$ cat src/rtl/mem_port_arbiter_pkg.sv
// rtl/mem_port_arbiter_pkg.sv - shared definitions for the unified memory port arbiter
package mips_defs;

    localparam int ADDR_W_DEF = 32;
    localparam int DATA_W_DEF = 32;

    // Access size encoding shared by the load/store controller and the RAM
    localparam logic [1:0] WORD = 2'b00;
    localparam logic [1:0] HALF = 2'b01;
    localparam logic [1:0] BYTE = 2'b10;
    localparam logic [1:0] NONE = 2'b11;

    typedef enum logic [2:0] {
        ARB_IDLE     = 3'd0,
        ARB_IF_WAIT  = 3'd1,
        ARB_MEM_WAIT = 3'd2,
        ARB_IF_DONE  = 3'd3,
        ARB_MEM_DONE = 3'd4
    } arb_state_t;

endpackage

$ cat src/rtl/arb_starve_cnt.sv
// rtl/arb_starve_cnt.sv - saturating count of MEM grants taken while IF waits
module arb_starve_cnt #(
    parameter int MAX = 4
) (
    input  logic clk,
    input  logic rst_n,
    input  logic inc,
    input  logic clr,
    output logic full
);

    localparam int W = (MAX < 1) ? 1 : $clog2(MAX + 1);
    localparam logic [W-1:0] MAX_V = W'(MAX);

    logic [W-1:0] cnt_q;
    logic [W-1:0] cnt_d;

    assign full = (cnt_q == MAX_V);

    // Clear wins over increment; the count sticks at MAX until IF is served
    always_comb begin
        cnt_d = cnt_q;
        if (clr) begin
            cnt_d = '0;
        end else if (inc && !full) begin
            cnt_d = cnt_q + 1'b1;
        end
    end

    // Count register
    always_ff @(posedge clk) begin
        if (!rst_n) begin
            cnt_q <= '0;
        end else begin
            cnt_q <= cnt_d;
        end
    end

endmodule

$ cat src/rtl/mem_port_arbiter.sv
// rtl/mem_port_arbiter.sv - shares one RAM port between instruction fetch and load/store
module mem_port_arbiter
    import mips_defs::*;
#(
    parameter int ADDR_W        = ADDR_W_DEF,
    parameter int DATA_W        = DATA_W_DEF,
    parameter int MAX_MEM_BURST = 4
) (
    input  logic              clk,
    input  logic              rst_n,
    input  logic              if_req,
    input  logic [ADDR_W-1:0] if_addr,
    output logic [DATA_W-1:0] if_rdata,
    output logic              if_ready,
    input  logic              mem_rd,
    input  logic              mem_wr,
    input  logic [ADDR_W-1:0] mem_addr,
    input  logic [DATA_W-1:0] mem_wdata,
    input  logic [1:0]        mem_ls_bit,
    output logic [DATA_W-1:0] mem_rdata,
    output logic              mem_ready,
    output logic              ram_req,
    output logic              ram_we,
    output logic [ADDR_W-1:0] ram_addr,
    output logic [DATA_W-1:0] ram_wdata,
    output logic [1:0]        ram_ls_bit,
    input  logic [DATA_W-1:0] ram_rdata,
    input  logic              ram_ack
);

    arb_state_t        state_q, state_d;
    logic              ram_req_q, ram_req_d;
    logic              ram_we_q, ram_we_d;
    logic [ADDR_W-1:0] ram_addr_q, ram_addr_d;
    logic [DATA_W-1:0] ram_wdata_q, ram_wdata_d;
    logic [1:0]        ram_ls_q, ram_ls_d;
    logic [DATA_W-1:0] if_rdata_q, if_rdata_d;
    logic [DATA_W-1:0] mem_rdata_q, mem_rdata_d;

    logic starve_full;
    logic mem_win;
    logic in_idle;

    // MEM wins unless IF has already been passed over MAX_MEM_BURST times
    assign in_idle = (state_q == ARB_IDLE);
    assign mem_win = (mem_rd | mem_wr) && !(if_req && starve_full);

    arb_starve_cnt #(
        .MAX (MAX_MEM_BURST)
    ) u_starve (
        .clk   (clk),
        .rst_n (rst_n),
        .inc   (in_idle && mem_win && if_req),
        .clr   (in_idle && !mem_win && if_req),
        .full  (starve_full)
    );

    // Arbitration, RAM handshake and read-data capture
    always_comb begin
        state_d     = state_q;
        ram_req_d   = ram_req_q;
        ram_we_d    = ram_we_q;
        ram_addr_d  = ram_addr_q;
        ram_wdata_d = ram_wdata_q;
        ram_ls_d    = ram_ls_q;
        if_rdata_d  = if_rdata_q;
        mem_rdata_d = mem_rdata_q;
        case (state_q)
            ARB_IDLE: begin
                if (mem_win) begin
                    state_d     = ARB_MEM_WAIT;
                    ram_req_d   = 1'b1;
                    ram_we_d    = mem_wr;
                    ram_addr_d  = mem_addr;
                    ram_wdata_d = mem_wdata;
                    ram_ls_d    = mem_ls_bit;
                end else if (if_req) begin
                    state_d     = ARB_IF_WAIT;
                    ram_req_d   = 1'b1;
                    ram_we_d    = 1'b0;
                    ram_addr_d  = if_addr;
                    ram_wdata_d = '0;
                    ram_ls_d    = WORD;
                end
            end
            ARB_IF_WAIT: begin
                if (ram_ack) begin
                    state_d    = ARB_IF_DONE;
                    ram_req_d  = 1'b0;
                    if_rdata_d = ram_rdata;
                end
            end
            ARB_MEM_WAIT: begin
                if (ram_ack) begin
                    state_d   = ARB_MEM_DONE;
                    ram_req_d = 1'b0;
                    if (!ram_we_q) begin
                        mem_rdata_d = ram_rdata;
                    end
                end
            end
            // The ready cycle never arbitrates, so a lingering request is not re-granted
            ARB_IF_DONE, ARB_MEM_DONE: state_d = ARB_IDLE;
            default:                   state_d = ARB_IDLE;
        endcase
    end

    // State and output registers
    always_ff @(posedge clk) begin
        if (!rst_n) begin
            state_q     <= ARB_IDLE;
            ram_req_q   <= 1'b0;
            ram_we_q    <= 1'b0;
            ram_addr_q  <= '0;
            ram_wdata_q <= '0;
            ram_ls_q    <= '0;
            if_rdata_q  <= '0;
            mem_rdata_q <= '0;
        end else begin
            state_q     <= state_d;
            ram_req_q   <= ram_req_d;
            ram_we_q    <= ram_we_d;
            ram_addr_q  <= ram_addr_d;
            ram_wdata_q <= ram_wdata_d;
            ram_ls_q    <= ram_ls_d;
            if_rdata_q  <= if_rdata_d;
            mem_rdata_q <= mem_rdata_d;
        end
    end

    assign ram_req    = ram_req_q;
    assign ram_we     = ram_we_q;
    assign ram_addr   = ram_addr_q;
    assign ram_wdata  = ram_wdata_q;
    assign ram_ls_bit = ram_ls_q;
    assign if_rdata   = if_rdata_q;
    assign mem_rdata  = mem_rdata_q;
    assign if_ready   = (state_q == ARB_IF_DONE);
    assign mem_ready  = (state_q == ARB_MEM_DONE);

endmodule

$ cat config.mk
export PLATFORM = sky130hd
export DESIGN_NAME = mem_port_arbiter
export DESIGN_NICKNAME = d
export VERILOG_FILES = /design/src/rtl/mem_port_arbiter_pkg.sv /design/src/rtl/arb_starve_cnt.sv /design/src/rtl/mem_port_arbiter.sv
export SDC_FILE = /design/constraint.sdc
export NUM_CORES = 1
export LEC_CHECK = 0
export CAP_MARGIN = 40
export CORE_UTILIZATION = 40
export CTS_BUF_LIST = sky130_fd_sc_hd__clkbuf_4
export DETAILED_ROUTE_END_ITERATION = 10
export PLACE_DENSITY = 0.75
export SYNTH_ARGS = -nofsm -noshare
export SYNTH_HDL_FRONTEND = slang
export SYNTH_HIERARCHICAL = 1
export SYNTH_SLANG_ARGS = --single-unit
$ cat constraint.sdc
create_clock -name clk -period 6.1 [get_ports clk]
set_clock_uncertainty 0.05 [all_clocks]
set_input_delay 1.83 -clock clk [delete_from_list [all_inputs] [get_ports clk]]
set_output_delay 1.83 -clock clk [all_outputs]
set_load 0.01 [all_outputs]
==> metrics, run 1 <==
LEAKAGE 0.003035 uW; Sw Share 0.2805; Die Area 14950 sq um; largest net degree at the start of global routing 72; normalized max-slew margin 0.4102; commonest non-fill, non-tap cell in the layout clkdlybuf4s50_1; Reg clk slew, reported paths 100 ps; sequential power share 0.476; share of layout cells above drive strength 1 0.1010; Critical Path End Type primary output; TritonCTS clock tree yes; CP Launch Type flip-flop; Routed Antenna Nets 0; Tightest Pin Transition 884.7 ps; Crit path largest cell delay 770 ps; WP data required 4220 ps; Setup violations, final 0; Total GRT Usage 0.2344; min-delay worst type flip-flop to flip-flop; Synth Instances 677; Syn Std Cell Area 5788 sq um; initial core utilization 0.4138; post-CTS setup buffer count 0; DRC errors left 0; post-synth top area share 0.4773; synth warn 6; first-pass GRT wire length 27270 microns; clk root buf clkbuf_4; grt ovf 0; Pwr Density 239.5 nW/um^2; crit share post-route 0.6483; Num CTS Buffers 17; # IOs 270; hold depth 2; VDD IR max 0.1481 mV; hpwl dp 11760 microns; Internal Pwr Total 1520 uW; Pwr Total 2113 uW; critical path cell sequence buf_8 > clkdlybuf4s50_1; Via density 5.223; Syn Area/Cell 8.550 sq um; Yosys cell types 40; post-synth top area cell dfxtp_1; Nets 1047; Synth Register Bits 138; initial antenna violation count 1; Synth async-reset ratio 0; # rows 43; CTS Sinks 138; die height 122.3 microns; synth top area cells dfxtp_1 (48%), a21oi_1 (9.9%), nand2_1 (8.4%), a311oi_2 (6.0%), nand3_1 (5.8%); post-CTS sizing 0; Slew Viols, Final 0; # hold bufs at CTS 0; H-tree Lvls 4; Slowest-stage cell, CP dfxtp_1; Worst R2R Path Depth 8; initial detailed-routing violation count 409; critical path data arrival time 2070 ps; Main synth FF type dfxtp_1; Mapped Nets 815; Hold Fails Final Rpt 0; clk buf depth 2; sequential area share after synthesis 0.4773; critical path class flip-flop to primary output; vias in the first global route 5304; maxcap violations 0; detailed-route via count 5756; sum of negative setup slack 0 ps; share of total power in the clock network 0.286; fmax 0.2529 GHz; Critical Path Fanout Max 19; die width 122.3 microns; status finished clean; P&R area growth vs syn 52.44%; clock latency on the worst-skew pair 530 ps; DR pass1 iterations 5; net load switching power 592.6 uW; Routed WL 17510 microns; internal reg-to-reg setup slack 3560 ps; minimum clock period 3954 ps; Wirelength per Cell 15.89 microns; most frequent cells in the layout clkdlybuf4s50_1 (269), dfxtp_1 (138), nand2_1 (130), a21oi_1 (114), nand3_1 (67); routability cong. 0.7740; Logic pwr share 0.238; core area 13990 sq um; number of enable flip-flop cells after synthesis 0; unrepaired setup endpoints after global routing no; port bufs 269
[metal layers]
layer / track usage / vias to the layer above / routed length (microns)
li1: - / 2859 / -
met1: 0.2787 / 2663 / 7274
met2: 0.3768 / 208 / 8199
met3: 0.09387 / 26 / 1653
met4: 0.09146 / 0 / 382
met5: 0 / - / 0
[state kept, by name (all words and copies together) (netlist names)]
register        flops
if_rdata           32
mem_rdata          32
ram_addr           32
ram_wdata          32
state_q             3
u_starve/cnt_q      3
ram_ls_bit          2
ram_req             1
ram_we              1
[critical path: cells and delay by family (launching register included)]
kind | cells | cell delay, ps
buf+inv | 2 | 770
flops | 1 | 770
[synthesized netlist by cell type, drive strengths merged (3+ instances only)]
library cell and number:
a21oi 134, a311oi 32, buf 46, clkbuf 24, dfxtp 138, inv 4, nand2 130, nand3 67
nand3b 3, nor2 3, nor3 3, o21ai 68
[kinds of logic (layout without fill, tap and decap cells)]
| family | after synthesis | count (layout) | synth area share |
|---|---|---|---|
| AO/OA/AOI/OAI | 237 | 237 | 0.2674 |
| flip-flops | 138 | 138 | 0.4773 |
| adder cells (fa/ha/maj) | 2 | 2 | 0.004323 |
| AND/OR/NAND/NOR | 222 | 222 | 0.1794 |
| buffers and inverters | 74 | 318 | 0.06463 |
| multiplexers | 3 | 3 | 0.005404 |
| XOR/XNOR | 1 | 1 | 0.001513 |
| other | 0 | 1 | 0 |
[power by group through the flow]
| stage | clock (uW) | combinational, uW | sequential (uW) |
|---|---|---|---|
| 2_1_floorplan | 0 | 219 | 1050 |
| 3_3_place_gp | 0 | 490 | 1030 |
| 5_1_grt | 663 | 541 | 1010 |
| 4_1_cts | 621 | 506 | 1010 |
| 3_5_place_dp | 0 | 504 | 1030 |
| 6_report | 605 | 503 | 1010 |
[layout make-up]
cell class	instances	area [sq um]
clock buffer	20	150.1
fill	1285	5165
antenna	1	2.502
tap	180	225.2
inverter	4	17.52
clock inverter	11	128.9
multi-input combinational	465	2679
timing repair buffer	283	2858
sequential	138	2763
[stage by stage]
step / hold slack [ps] / util / instances / setup slack (ps) / instance area, sq um
6_report: 409.2 / 0.6308 / 1102 / 2146 / 8823
5_1_grt: 425.5 / 0.6308 / 1102 / 1963 / 8823
4_1_cts: 411.7 / 0.6306 / 1101 / 2073 / 8821
3_5_place_dp: 396.6 / 0.6106 / 1070 / 1934 / 8542
3_3_place_gp: 390.8 / 0.6056 / 1067 / 1952 / 8472
2_1_floorplan: 428.6 / - / 677 / 2951 / 5788
[path summary, 6_finish.rpt]
kind                            end               from
hold reg to reg         if_rdata[5]        if_rdata[5]
hold / removal          if_rdata[5]        if_rdata[5]
setup reg to reg  u_starve/cnt_q[1]  u_starve/cnt_q[0]
setup / recovery             ram_we             ram_we
No activity file was read; power rests on OpenSTA's default activity.
==> inputs of run 2 (changes only) <==
==> constraint.sdc (replaced) <==
create_clock -name clk -period 4 [get_ports clk]
set_clock_uncertainty 0.05 [all_clocks]
set_input_delay 1.2 -clock clk [delete_from_list [all_inputs] [get_ports clk]]
set_output_delay 1.2 -clock clk [all_outputs]
set_load 0.01 [all_outputs]
==> metrics, run 2 (same netlist as run 1, synthesis figures left out) <==
status finished clean; vias in the first global route 5452; sum of negative setup slack 0 ps; Slew Viols, Final 0; core area 13990 sq um; clk root buf clkbuf_4; Total GRT Usage 0.2418; VDD IR max 0.1800 mV; fmax 0.3051 GHz; clock latency on the worst-skew pair 540 ps; Routed Antenna Nets 0; CTS Sinks 138; share of layout cells above drive strength 1 0.1061; LEAKAGE 0.003071 uW; detailed-route via count 5900; min-delay worst type flip-flop to flip-flop; critical path data arrival time 2030 ps; die height 122.3 microns; hpwl dp 12170 microns; commonest non-fill, non-tap cell in the layout clkdlybuf4s50_1; maxcap violations 0; Hold Fails Final Rpt 0; Pwr Density 379.8 nW/um^2; Critical Path End Type primary output; die width 122.3 microns; # placed instances 1072; CP Launch Type flip-flop; routability cong. 0.7871; Wirelength per Cell 16.53 microns; minimum clock period 3277 ps; met3 Use GR 0.08318; largest net degree at the start of global routing 58; clk buf depth 2; met1 Resource Use GR 0.2915; Die Area 14950 sq um; DR pass1 iterations 5; GRT Max-Usage Layer met2; WP data required 2750 ps; Setup violations, final 0; initial core utilization 0.4138; Tightest Pin Transition 882.9 ps; initial antenna violation count 1; initial detailed-routing violation count 422; # rows 43; grt ovf 0; P&R area growth vs syn 53.80%; port bufs 269; post-CTS sizing 0; # hold bufs at CTS 0; H-tree Lvls 4; unrepaired setup endpoints after global routing no; most frequent cells in the layout clkdlybuf4s50_1 (269), dfxtp_1 (138), nand2_1 (130), a21oi_1 (114), nand3_1 (67); TritonCTS clock tree yes; critical path class flip-flop to primary output; # IOs 270; worst hold slack 410.3 ps; post-CTS setup buffer count 0; Critical Path Fanout Max 12; Nets 1049; first-pass GRT wire length 27940 microns; post-route cell area 8902 sq um; Num CTS Buffers 17; normalized max-slew margin 0.4114; Reg clk slew, reported paths 120 ps; Placed Area 8562 sq um; M2 GR Usage 0.3943; Routed WL 18270 microns; Non-Filler Instances 1105; Via density 5.339; crit share post-route 0.8193; DRC errors left 0
run 2: changes by cell type in the layout (fill, tap and decap cells not counted), moves of 2 or more:
cell / change
clkinv_1: -2
bufinv_16: +2
clkbuf_4: -2
buf_4: +2
run 2: path summary, 6_finish.rpt:
check | start | endpoint | slack (ps) | cells after the start
hold reg to reg | if_rdata[11] | if_rdata[11] | 410 | 2
hold / removal | if_rdata[11] | if_rdata[11] | 410 | 2
setup reg to reg | state_q[2] | u_starve/cnt_q[0] | 1700 | 5
setup / recovery | state_q[1] | if_ready | 720 | 3
run 2: critical path, cell delays in order (launching register included):
cell	delay, ps
dfxtp_1	650
nand2_1	100
nor2_1	160
clkdlybuf4s50_1	580
run 2: where the power goes:
group	switching [uW]	total, uW	internal [uW]
clock network	515	1070	557
registers	60.2	1530	1470
logic	368	779	411
total	943	3380	2440
run 2: final cells by class:
| type | instances | area, sq um |
|---|---|---|
| Antenna cell | 1 | 2.502 |
| Clock buffer | 18 | 135.1 |
| Clock inverter | 14 | 202.7 |
| Multi-Input combinational cell | 465 | 2679 |
| Fill cell | 1218 | 5086 |
| Timing Repair Buffer | 285 | 2878 |
| Sequential cell | 138 | 2763 |
| Tap cell | 180 | 225.2 |
| Inverter | 4 | 17.52 |
run 2: layer usage:
metal | share of wire | vias to the layer above | wire (microns)
met5 | 0 | - | 0
met4 | 0.017 | 0 | 314
met3 | 0.094 | 21 | 1724
met2 | 0.48 | 255 | 8782
met1 | 0.41 | 2764 | 7446
li1 | - | 2860 | -
run 2: through the flow:
stage	power, uW	setup slack (ps)	utilization
after floorplan	1928	1481	-
after global placement	2317	698.6	0.6081
after detailed placement	2338	687.0	0.6121
after CTS	3415	657.3	0.6362
after global routing	3536	571.9	0.6364
final	3381	722.9	0.6364
